`config.mk`:
```
export PLATFORM = sky130hd
export DESIGN_NAME = alu_8bit
export DESIGN_NICKNAME = d
export VERILOG_FILES = /design/src/rtl/alu_8bit.sv
export SDC_FILE = /design/constraint.sdc
export NUM_CORES = 1
export LEC_CHECK = 0
export CORE_MARGIN = 2
export CORE_UTILIZATION = 34
export CTS_CLUSTER_SIZE = 16
export DETAILED_ROUTE_END_ITERATION = 12
export GPL_ROUTABILITY_DRIVEN = 0
export PLACE_DENSITY_LB_ADDON = 0.1
export SYNTH_ARGS = -nofsm -noshare
export SYNTH_HDL_FRONTEND = slang
export SYNTH_SLANG_ARGS = --single-unit
export TNS_END_PERCENT = 20
```
`constraint.sdc`:
```
create_clock -name clk -period 1 [get_ports clk]
set_input_delay 0.2 -clock clk [delete_from_list [all_inputs] [get_ports clk]]
set_output_delay 0.2 -clock clk [all_outputs]
set_load 0.05 [all_outputs]
```
`src/rtl/alu_8bit.sv`:
```
// rtl/alu_8bit.sv - registered two-operand ALU (add/sub/and/or) with status flags
module alu_8bit #(
  parameter int WIDTH = 8
) (
  input  logic             clk,
  input  logic             rst_n,
  input  logic             in_valid,
  input  logic [WIDTH-1:0] a,
  input  logic [WIDTH-1:0] b,
  input  logic [1:0]       operation,
  output logic             out_valid,
  output logic [WIDTH-1:0] result,
  output logic             carry,
  output logic             overflow,
  output logic             zero,
  output logic             negative
);

  typedef enum logic [1:0] {
    OP_ADD = 2'b00,
    OP_SUB = 2'b01,
    OP_AND = 2'b10,
    OP_OR  = 2'b11
  } op_t;

  op_t              op;
  logic [WIDTH:0]   sum_ext;
  logic [WIDTH:0]   diff_ext;
  logic [WIDTH-1:0] res_next;
  logic             carry_next;
  logic             ovf_next;
  logic             a_sign;
  logic             b_sign;

  assign op     = op_t'(operation);
  assign a_sign = a[WIDTH-1];
  assign b_sign = b[WIDTH-1];

  // Extended-width arithmetic; the top bit is carry-out for add and borrow for sub.
  always_comb begin
    sum_ext  = {1'b0, a} + {1'b0, b};
    diff_ext = {1'b0, a} - {1'b0, b};
  end

  // Select the result and arithmetic flags for the current opcode; every code is defined.
  always_comb begin
    res_next   = '0;
    carry_next = 1'b0;
    ovf_next   = 1'b0;
    case (op)
      OP_ADD: begin
        res_next   = sum_ext[WIDTH-1:0];
        carry_next = sum_ext[WIDTH];
        ovf_next   = (a_sign == b_sign) && (sum_ext[WIDTH-1] != a_sign);
      end
      OP_SUB: begin
        res_next   = diff_ext[WIDTH-1:0];
        carry_next = diff_ext[WIDTH];
        ovf_next   = (a_sign != b_sign) && (diff_ext[WIDTH-1] != a_sign);
      end
      OP_AND: begin
        res_next = a & b;
      end
      OP_OR: begin
        res_next = a | b;
      end
      default: begin
        res_next = '0;
      end
    endcase
  end

  // Valid strobe tracks in_valid one cycle later; cleared asynchronously on reset.
  always_ff @(posedge clk or negedge rst_n) begin
    if (!rst_n) begin
      out_valid <= 1'b0;
    end else begin
      out_valid <= in_valid;
    end
  end

  // Result and flags load only on a valid strobe, otherwise they hold.
  always_ff @(posedge clk or negedge rst_n) begin
    if (!rst_n) begin
      result   <= '0;
      carry    <= 1'b0;
      overflow <= 1'b0;
      zero     <= 1'b0;
      negative <= 1'b0;
    end else if (in_valid) begin
      result   <= res_next;
      carry    <= carry_next;
      overflow <= ovf_next;
      zero     <= (res_next == '0);
      negative <= res_next[WIDTH-1];
    end
  end

endmodule

```
* Yosys cells after proc, flatten, opt, wreduce, memory -nomap -nowiden
Cells that the tools add are included.
Operators by class: add/subtract/negate cells 2, eq/ne operators 7, multiplexer cells 3, bitwise logic cells 2, reduce and logical (&&, ||, !) cells 4
Operator list (number):
- one-hot mux 8 bit (4 select lines) | 1
- adder 8 x 8 -> 9 bit | 1
- subtractor 8 x 8 -> 9 bit | 1
- AND 8 bit | 1
- zero test 8 bit | 1
- bitwise OR 8 bit | 1
- == test 2 bit (second input constant) | 2
- one-hot mux 1 bit (2 select lines) | 2
- != test 1 bit | 3
- == test 2 x 1 -> 1 bit (second input constant) | 1
- logical AND 1 bit | 2
- zero test 2 bit | 1
- == test 1 bit | 1
Word-level totals: bits in registers 13

* Logic depth before layout (Yosys ltp)
Gate-level depths: netlist (run 1).
depth in word-level cells 4, gate-level depth with buffers 10, gate-level depth less buffers 10

* Least setup slack after synthesis (run 1)
OpenSTA, ideal clock, no wires.
kind input to register, from input a[0], to register zero, library setup time 95 ps, arrival 2331 ps, slack -1427 ps, cell stages on the path 10, buffers on the path 0, cell sequence inv_1 ha_1 fa_1 o21ba_1 o21ai_4 a21oi_2 a31o_1 and4b_1 or4b_1 o32ai_2
Between the ends: word-level cells in the longest chain between the ends 3, elaborated cells on any way between the ends 6
Ends and longest elaborated chain:
- start: declaration | RTL line 8 | input logic [WIDTH-1:0] a,
- subtractor 8 x 8 -> 9 bit, or another cell as far along | RTL line 42 | diff_ext = {1'b0, a} - {1'b0, b};
- one-hot mux 8 bit (4 select lines) * | RTL line 50 | case (op)
- zero test 8 bit * | RTL line 94 | zero <= (res_next == '0);
- end signal: assignment | RTL line 94
- end: declaration | RTL line 15 | output logic zero,
Mark *: on every way between the ends. The rest lies on a longest branch, timed or not. A chain may end at the register's enable or synchronous reset.

* Worst setup path after layout (run 1)
Same ends and word-level chain as after synthesis.

==> summary.txt, run 1 <==
Outcome
  • Outcome: finished, violations left
  • Failing checks: setup timing

Floorplanning
  • Initial Utilization: 35.6%
  • Core area: 4380 µm²
  • IO Pins: 34
  • Die height: 71.8 µm
  • Die Wd: 71.8 µm
  • Die area: 5150 µm²
  • Rows: 24

Logic synthesis
  • Asr flop ratio synth: 100%
  • Largest family of logic cells by synthesized area: compound AO/OA/AOI/OAI gates
  • Post-synthesis cell area: 1560 µm²
  • Top-area cell type share of the netlist area: 19.2%
  • Synthesized area per cell: 8.22 µm²
  • Post-synth top cells: 24 x ha_1, 24 x inv_1, 19 x a21oi_1, 19 x nor2_1, 12 x dfrtp_1
  • Largest cells by area after synthesis: dfrtp_1 19%, ha_1 19%, a21oi_1 6.1%, inv_1 5.8%, nor2_1 4.6%
  • Mapped Cells: 190
  • Mapped Nets: 237
  • Simple-gate share of the synthesized area: 13.5%
  • Seq/Total Area, Yosys: 19.2%
  • Number of flops mapped to enable cells by yosys: 0
  • Yosys top cell by area: dfrtp_1
  • #FFs+latches synth: 12
  • Multiplexer share of the synthesized area: 6.81%
  • Post-synthesis adder-cell area fraction: 21.8%
  • Top_reg_cell synth: dfrtp_1
  • Synth cell types: 47
  • Synth Warn #: 0
  • Compound-Gate Fraction of Synth Area: 25.9%
  • Synth Area in XOR/XNOR: 3.36%

Place
  • Port bufs: 33
  • DP HPWL: 3.68 mm

Critical path
  • R2r setup slk: 140 ps
  • Crit-path max FO: 2
  • Startpoint types: input pin
  • Max incr delay on CP: 460 ps
  • Crit-path slowest cell: or4b_4
  • Worst EP required: 1150 ps
  • WS Path Type: input pin to register
  • Worst Path Arrival: 2410 ps
  • Critical path capture point type: register
  • Critical Path, Cell by Cell: buf_12 > inv_12 > ha_4 > fa_2 > o21ba_4 > o21ai_4 > a21oi_2 > a31o_1 > and4b_1 > or4b_4 > o32ai_2
  • Cell family with most CP delay: compound AO/OA/AOI/OAI gates
  • WP buf/inv: 2

STA
  • Crit share post-route: 226%
  • Slew @ Worst Pin: 329 ps
  • Max frequency: 442 MHz
  • Total negative slack: -8230 ps
  • Endpoints failing hold: 0
  • Max-Slew Margin vs Limit: 77.8%
  • Final min period: 2260 ps
  • # setup viols final: 21
  • Worst-case hold slack: 260 ps
  • Fin. max-slew vios: 0
  • Worst Slack Setup Final: -1260 ps
  • Layout Skew: 0 ps
  • RSZ-0062 raised after global routing: true

Clock tree
  • Skew-Pair Late Insertion Delay: 240 ps
  • # hold bufs at CTS: 0
  • CTS H-tree depth: 1
  • Maximum clock path buffer count: 2
  • CTS tree: done
  • Reg clk slew, reported paths: 60 ps
  • Clock sinks: 12
  • Cts bufs inserted: 3
  • Root buf cell: clkbuf_8

Routing
  • Via count: 1740
  • Routed WL per cell: 14.4 µm
  • DR iter-0 viols: 85
  • DR pass1 iterations: 4
  • Vias per cell: 5.13
  • Aggregate routed wire length: 4.88 mm
  • ANT nets after route: 0
  • DRC: 0

Run
  • Max-Cap Viols: 0

Hold path
  • HP Class: input pin to async pin

Cells and area
  • Share of cells above drive strength 1: 59.6%
  • Area growth, synth to finish: 91.8%
  • N_diodes: 0
  • Nets: 335

Global routing
  • First-pass GRT wire length: 8.10 mm
  • Vias in the first global route: 1789
  • GRT overflow: 0
  • Largest net degree at the start of global routing: 19
  • GRT Total Usage: 19.5%
  • Initial antenna violation count: 0

Power and ir drop
  • Pwr dens: 1050 nW/µm²
  • LEAKAGE: 1.33 nW
  • Maximum vdd drop: 0.000714 V
[report_power, final]
group	total (mW)	switching [mW]	internal [mW]	leakage, nW
combinational	1.98	0.946	1.04	1.16
sequential	0.648	0.0897	0.558	0.141
clock	0.528	0.180	0.348	0.0288
[per-stage QoR]
step | cells | instance area, µm² | setup slack (ps) | utilization [%] | total power, mW
floorplan | 190 | 1600 | -1380 | - | 1.45
global placement | 325 | 2520 | -2100 | 57.5 | 2.29
detailed placement | 325 | 2520 | -2200 | 57.5 | 2.32
CTS | 334 | 2930 | -1290 | 66.9 | 3.10
global route | 339 | 3000 | -1330 | 68.4 | 3.33
finish | 339 | 3000 | -1260 | 68.4 | 3.16
[worst paths after layout]
path                                        from               endpoint  cells after the start
hold / removal                             rst_n   overflow$_DFFE_PN0P_                      2
min in group clk           result[2]$_DFFE_PN0P_  result[2]$_DFFE_PN0P_                      2
setup / recovery                            a[0]       zero$_DFFE_PN0P_                     11
hold reg to reg            result[2]$_DFFE_PN0P_  result[2]$_DFFE_PN0P_                      2
setup reg to reg           result[7]$_DFFE_PN0P_  result[7]$_DFFE_PN0P_                      1
max in group asynchronous                  rst_n  result[4]$_DFFE_PN0P_                      2
[kinds of logic after synthesis]
logic type	Yosys count
AO/OA/AOI/OAI	59
AND/OR/NAND/NOR	42
buffers and inverters	35
adder cells (fa/ha/maj)	26
flip-flops	12
multiplexers	10
XOR/XNOR	6
[state kept, by name, indices dropped and copies added (netlist names)]
signal and flops:
result 8, carry 1, overflow 1, zero 1, out_valid 1
[layout by cell type (no fill, tap or decap), drive strengths merged, types with 3 or more instances in the layout]
master	netlist	routed
buf	9	90
a31oi	4	4
mux2	5	5
xnor2	5	5
nand2b	4	4
nor2	19	19
nor2b	3	3
a211oi	3	3
clkdlybuf4s15	0	3
mux2i	5	5
o21ai	11	11
ha	24	24
dfrtp	12	12
clkbuf	2	9
a21oi	20	20
clkdlybuf4s50	0	4
nand2	5	5
inv	24	23
[timing repair]
| item | in CTS | in global routing |
|---|---|---|
| pin swaps | 33 | 7 |
| resized for setup | 122 | 25 |
| cloned | 0 | 0 |
| buffers inserted | 5 | 5 |
| setup endpoints to repair | 23 | 24 |
[routing by layer]
metal	part of all wire, %	GRT usage (%)
met1	43	23.8
met4	0.88	3.77
met3	2.7	2.81
met2	53	36.5
met5	0	0
[area by class of cell]
class                      count  area, µm²
multi-input combinational    143       1460
tap                           52       65.1
clock buffer                   4       55.1
timing repair buffer         104       1010
sequential                    12        300
inverter                      24        106
fill                         338       1390
Note: power is estimated with default switching activity, not from simulation.
==> run 2, diff against run 1 <==
Settings changed: ABC_AREA from default to 1.
==> run 2 against run 1 <==
Against the previous run: the run still ends with setup timing left; setup slack improved by 810 ps; sequential power is 4.9% lower; final area grew 3.0%; fmax is 56% higher; routed wire length up 8.8%; clock power decreased by 1%; cell count grew 26%; synthesized cell count grew 40%; via count up 13%; critical path depth increased by 3; worst hold slack lost 7.0 ps; clock skew unchanged.
==> summary.txt, run 2 <==
Logic synthesis
  • Synth cell types: 25 (-47%)
  • Synth Warn #: 0 (unchanged)
  • Mapped Nets: 313 (+32%)
  • Largest family of logic cells by synthesized area: simple AND/OR/NAND/NOR gates
  • Yosys top cell by area: dfrtp_1
  • Post-synthesis cell area: 1660 µm² (+6.1%)
  • Simple-gate share of the synthesized area: 35.5% (+22 points)
  • Synthesized area per cell: 6.23 µm² (-24%)
  • Multiplexer share of the synthesized area: 0% (-6.8 points)
  • Number of flops mapped to enable cells by yosys: 0 (unchanged)
  • Post-synth top cells: 73 x nand2_1, 42 x inv_1, 30 x nand3_1
  • Top_reg_cell synth: dfrtp_1
  • Mapped Cells: 266 (+40%)
  • #FFs+latches synth: 12 (unchanged)
  • Largest cells by area after synthesis: dfrtp_1 18%, ha_1 18%, nand2_1 17%, inv_1 9.5%, nand3_1 9.1%
  • Compound-Gate Fraction of Synth Area: 11.3% (-15 points)
  • Top-area cell type share of the netlist area: 18.1% (-1.1 points)
  • Most frequent cell after synthesis: nand2_1
  • Seq/Total Area, Yosys: 18.1% (-1.1 points)
  • Synth Area in XOR/XNOR: 0.528% (-2.8 points)
  • Post-synthesis adder-cell area fraction: 20.5% (-1.2 points)
  • Asr flop ratio synth: 100% (unchanged)

Power and ir drop
  • Sw Ratio: 40.7% (+2.3 points)
  • Combinational share of power: 62.1% (-0.7 points)
  • Pwr dens: 972 nW/µm² (-7.8%)
  • Maximum vdd drop: 0.000433 V (-39%)
  • LEAKAGE: 1.53 nW (+15%)
  • Total power: 3.00 mW (-5.0%)
  • Clk pwr share: 17.4% (+0.7 points)
  • Flop pwr share: 20.5% (about the same)
  • Net Sw Power: 1.22 mW (+0.54%)
  • Internal Power: 1.78 mW (-8.5%)

Cells and area
  • Area occupied by multi-input gates: 1520 µm² (+4.0%)
  • N_diodes: 0 (unchanged)
  • Share of cells above drive strength 1: 56.0% (-3.6 points)
  • Most frequent cells in the layout: 57 x buf_4, 54 x nand2_1, 24 x inv_2, 23 x nand3_1, 21 x inv_1
  • Final instance area: 3090 µm² (+3.0%)
  • Most common cell after layout, fill and taps aside: buf_4
  • Nets: 407 (+21%)
  • Max reg flops: 8 (unchanged)
  • Area growth, synth to finish: 86.2%
  • Largest Register: result
  • Fill cells: 408 (+21%)
  • Register area: 300 µm² (unchanged)

Global routing
  • Initial antenna violation count: 0 (unchanged)
  • GRT Total Usage: 19.9% (+0.36 points)
  • GRT overflow: 0 (unchanged)
  • Largest net degree at the start of global routing: 14 (-5)
  • First-pass GRT wire length: 8.46 mm (+4.4%)
  • Vias in the first global route: 1862 (+4.1%)

STA
  • Worst Slack Setup Final: -451 ps (+811 ps)
  • Final min period: 1450 ps (-811 ps)
  • Max-Slew Margin vs Limit: 76.1% (-1.7 points)
  • RSZ-0062 raised after global routing: true
  • Crit share post-route: 145% (-81 points)
  • Max frequency: 689 MHz (+56%)
  • Slew @ Worst Pin: 355 ps (+25.3 ps)
  • Layout Skew: 0 ps (unchanged)
  • Endpoints failing hold: 0 (unchanged)
  • Fin. max-slew vios: 0 (unchanged)
  • # setup viols final: 23 (+9.5%)

Clock tree
  • CTS H-tree depth: 1 (unchanged)
  • Maximum clock path buffer count: 2 (unchanged)
  • Reg clk slew, reported paths: 50 ps (about the same)
  • Skew-Pair Late Insertion Delay: 230 ps (about the same)
  • # hold bufs at CTS: 0 (unchanged)
  • Cts bufs inserted: 3 (unchanged)
  • Clock sinks: 12 (unchanged)
  • Root buf cell: clkbuf_8
  • CTS tree: done

Hold path
  • HP Class: input pin to async pin

Critical path
  • Worst Path Arrival: 1580 ps (-830 ps)
  • Worst EP required: 1130 ps (-20 ps)
  • Critical path capture point type: register
  • Crit-path max FO: 3 (+1)
  • R2R depth: 2 (+1)
  • Startpoint types: input pin
  • WS Path Type: input pin to register

Routing
  • Routed met2 length: 2.72 mm (+4.7%)
  • DR pass1 iterations: 4 (unchanged)
  • Via count: 1968 (+13%)
  • Metal3 WL: 222 µm (+71%)
  • Vias per cell: 4.62 (-10%)
  • M1 wire length: 2.30 mm (+9.3%)
  • Aggregate routed wire length: 5.31 mm (+8.8%)
  • DR iter-0 viols: 137 (+61%)
  • Top sig layer: met4
  • Routed WL per cell: 12.5 µm (-13%)
  • ANT nets after route: 0 (unchanged)
  • DRC: 0 (unchanged)

Floorplanning
  • Rows: 25 (+4.2%)
  • Initial Utilization: 35.1% (-0.55 points)
  • Die area: 5450 µm² (+5.7%)
  • Core area: 4720 µm² (+7.7%)
  • Die Wd: 73.8 µm (+2.8%)
  • Die height: 73.8 µm (+2.8%)
  • IO Pins: 34 (unchanged)

Place
  • Dpl ws: -1320 ps (+882 ps)
  • Port bufs: 33 (unchanged)
  • DP HPWL: 4.19 mm (+14%)
  • Placed Area: 2680 µm² (+6.2%)

Run
  • Max-Cap Viols: 0 (unchanged)

Outcome
  • Outcome: finished, violations left
  • Failing checks: setup timing
## run 2: cell count changes after synthesis, moves of 10 or more
| cell | delta |
|---|---|
| inv_2 | +10 |
| nand2_1 | +68 |
| a21oi_1 | -11 |
| nand3_1 | +28 |
| o21ai_1 | +10 |
| inv_1 | +18 |
## run 2: stage by stage
step / hold slack, ps / utilization, % / TNS, ps / std cells
global route: 260 / 65.4 / -5170 / 426
global placement: 518 / 56.7 / -12520 / 412
floorplan: -95.6 / - / -3690 / 266
finish: 253 / 65.4 / -3890 / 426
CTS: 252 / 62.5 / -3980 / 422
detailed placement: 511 / 56.7 / -12860 / 412
## run 2: final timing paths
path                       slack, ps             startpoint                    end
min in group clk                 540  result[5]$_DFFE_PN0P_  result[5]$_DFFE_PN0P_
setup reg to reg                 290  result[7]$_DFFE_PN0P_  result[7]$_DFFE_PN0P_
hold / removal                   250                  rst_n  result[4]$_DFFE_PN0P_
max in group asynchronous        590                  rst_n   overflow$_DFFE_PN0P_
hold reg to reg                  540  result[5]$_DFFE_PN0P_  result[5]$_DFFE_PN0P_
setup / recovery                -450                   a[0]      carry$_DFFE_PN0P_
## run 2: final cells by class
class	count	area share [%]
sequential	12	9.73
clock buffer	4	1.78
inverter	52	7.34
tap	67	2.72
multi-input combinational	196	49.2
timing repair buffer	95	29.2
## run 2: kinds of logic after synthesis
logic type,after synthesis
compound gates,34
xor+xnor,1
fa+ha+maj,26
buf+inv,58
flops,12
simple gates,135
## run 2: worst max-delay path: stages
cell and delay (ps):
buf_12 90, inv_12 30, ha_4 150, fa_2 360, inv_2 60, nand2_2 50, nand2_2 70, nand4_1 100
nand2_1 110, a21oi_1 70, o21ai_1 120, nand2_1 60, nand2_1 50, nand2_1 50
## run 2: power by group through the flow
| stage | Clock [mW] | Sequential [mW] | Combinational [mW] |
|---|---|---|---|
| 2_1_floorplan | 0 | 0.790 | 0.650 |
| 5_1_grt | 0.573 | 0.622 | 2.01 |
| 6_report | 0.521 | 0.616 | 1.86 |
| 4_1_cts | 0.534 | 0.617 | 1.73 |
| 3_5_place_dp | 0 | 0.625 | 1.58 |
| 3_3_place_gp | 0 | 0.622 | 1.57 |
## run 2: routing by layer
layer,global-route usage [%],up-vias
li1,-,1027
met1,26.4,883
met2,34.9,50
met3,1.51,8
met4,4.65,0
met5,0,-
## run 2: timing repair
| item | 4_1_cts | 5_1_grt |
|---|---|---|
| endpoints found under the setup margin | 23 | 24 |
| resized for setup | 115 | 49 |
| setup buffers | 6 | 4 |
| pin swaps | 45 | 31 |
==> run 3, diff against run 2 <==
Settings changed: HOLD_SLACK_MARGIN from default to 0.12.
Clock period 1 ns to 1.7 ns, I/O delays scaled along.
==> run 3 against run 2 <==
Against the previous run: the flow now finishes without violations; clock skew stayed put; power fell by 50%; first-iteration DRC count decreased by 39%; die area is the same; cell count decreased by 0.70%.
==> summary.txt, run 3 (synthesis results as in run 2) <==
Clock tree
  • CTS H-tree depth: 1 (unchanged)
  • Cts bufs inserted: 3 (unchanged)
  • Root buf cell: clkbuf_8
  • CTS tree: done
  • Clock sinks: 12 (unchanged)
  • # hold bufs at CTS: 0 (unchanged)
  • Maximum clock path buffer count: 2 (unchanged)
  • Reg clk slew, reported paths: 50 ps (about the same)
  • Skew-Pair Late Insertion Delay: 240 ps (about the same)

Hold path
  • HP Class: input pin to async pin

Global routing
  • GRT Total Usage: 18.7% (-1.2 points)
  • First-pass GRT wire length: 7.86 mm (-7.1%)
  • Vias in the first global route: 1785 (-4.1%)
  • GRT overflow: 0 (unchanged)
  • Largest net degree at the start of global routing: 14 (unchanged)
  • Initial antenna violation count: 0 (unchanged)

Routing
  • DRC: 0 (unchanged)
  • Vias per cell: 4.56 (-1.4%)
  • Aggregate routed wire length: 4.85 mm (-8.6%)
  • ANT nets after route: 0 (unchanged)
  • Via count: 1927 (-2.1%)
  • DR pass1 iterations: 4 (unchanged)
  • Routed WL per cell: 11.5 µm (-8.0%)
  • DR iter-0 viols: 83 (-39%)

STA
  • Fin. max-slew vios: 0 (unchanged)
  • Final min period: 1630 ps
  • Crit share post-route: 95.7%
  • Max frequency: 614 MHz
  • Max-Slew Margin vs Limit: 66.4% (-9.8 points)
  • Worst Slack Setup Final: 72.4 ps (+524 ps)
  • Layout Skew: 0 ps (unchanged)
  • RSZ-0062 raised after global routing: true
  • # setup viols final: 0 (-100%)
  • Slew @ Worst Pin: 503 ps (+149 ps)
  • Endpoints failing hold: 0 (unchanged)

Cells and area
  • Nets: 405 (-0.49%)
  • Fin cells: 423 (-0.70%)
  • Share of cells above drive strength 1: 50.8% (-5.1 points)
  • Most common cell after layout, fill and taps aside: buf_4
  • Fill cells: 475 (+16%)
  • Most frequent cells in the layout: 71 x buf_4, 57 x nand2_1, 30 x inv_2, 25 x nand3_1
  • Largest Register: result
  • Area growth, synth to finish: 67.0%
  • Max reg flops: 8 (unchanged)
  • N_diodes: 0 (unchanged)

Critical path
  • WS Path Type: input pin to register
  • Startpoint types: input pin
  • Worst Path Arrival: 1810 ps (+230 ps)
  • Crit-path max FO: 4 (+1)
  • Worst EP required: 1880 ps (+750 ps)
  • Critical path capture point type: register

Outcome
  • Outcome: complete, no violations

Power and ir drop
  • Maximum vdd drop: 0.000328 V (-24%)
  • Total power: 1.51 mW (-50%)
  • Pwr dens: 547 nW/µm² (-44%)
  • LEAKAGE: 1.42 nW (-7.4%)

Run
  • Max-Cap Viols: 0 (unchanged)

Floorplanning
  • Die Wd: 73.8 µm (unchanged)
  • Die height: 73.8 µm (unchanged)
  • IO Pins: 34 (unchanged)
  • Die area: 5450 µm² (unchanged)
  • Initial Utilization: 35.1% (unchanged)
  • Core area: 4720 µm² (unchanged)
  • Rows: 25 (unchanged)

Place
  • DP HPWL: 3.89 mm (-7.3%)
  • Port bufs: 33 (unchanged)
  • Cells after DPL: 415 (+0.73%)
  • Dpl ws: -687 ps (+636 ps)
-- run 3: cell count changes in the layout (fill, tap and decap cells not counted), sizes merged, moves of 2 or more --
cell | before | now
buf | 83 | 75
clkdlybuf4s15 | 1 | 4
clkdlybuf4s50 | 2 | 4
dlygate4sd2 | 3 | 1
-- run 3: area by class of cell --
| type | instances | area [µm²] | area share, % |
|---|---|---|---|
| Clock buffer | 3 | 41.3 | 1.49 |
| Inverter | 52 | 200 | 7.23 |
| Multi-Input combinational cell | 196 | 1420 | 51.3 |
| Sequential cell | 12 | 300 | 10.8 |
| Tap cell | 67 | 83.8 | 3.03 |
| Timing Repair Buffer | 93 | 723 | 26.1 |
-- run 3: per-stage QoR --
step	hold slack [ps]	util, %	TNS, ps	cell area (µm²)
floorplan	44.4	-	0	1660
CTS	452	56.7	0	2680
finish	441	58.6	0	2770
global route	494	58.6	-61.1	2770
global placement	467	51.3	-5440	2420
detailed placement	467	51.3	-5620	2420
-- run 3: where the power goes --
group	internal, mW	switching, mW	leakage, nW
logic	0.394	0.533	1.25
registers	0.321	0.0184	0.147
clock network	0.155	0.0923	0.0216
-- run 3: final timing paths --
path | from | end | slack, ps | cells after the start
hold / removal | rst_n | result[0]$_DFFE_PN0P_ | 440 | 1
setup reg to reg | result[7]$_DFFE_PN0P_ | result[7]$_DFFE_PN0P_ | 1060 | 2
setup / recovery | a[7] | zero$_DFFE_PN0P_ | 70 | 12
min in group clk | carry$_DFFE_PN0P_ | carry$_DFFE_PN0P_ | 470 | 2
max in group asynchronous | rst_n | out_valid$_DFF_PN0_ | 920 | 1
hold reg to reg | carry$_DFFE_PN0P_ | carry$_DFFE_PN0P_ | 470 | 2
-- run 3: per-layer routing --
layer	vias to the layer above	track usage (%)	part of all wire, %	wire length [µm]
li1	1020	-	-	-
met1	850	25.2	47	2300
met2	50	30.8	47	2290
met3	7	1.23	3.8	183
met4	0	7.47	1.6	76
met5	-	0	0	0
-- run 3: repair_timing --
item                                    CTS  global route
endpoints found under the setup margin   10             7
pin swaps                                24            24
gates resized for setup                  89            46
buffers inserted                          3             3
endpoints found under the hold margin     0             0
-- run 3: worst max-delay path, stage by stage --
cell and delay, ps:
clkdlybuf4s50_1 430, buf_4 170, ha_1 200, inv_2 60
o22ai_1 70, inv_1 50, nand2_1 70, nor2_2 110
nand2_1 70, nor2_2 110, nand3_2 70, nand2_1 60
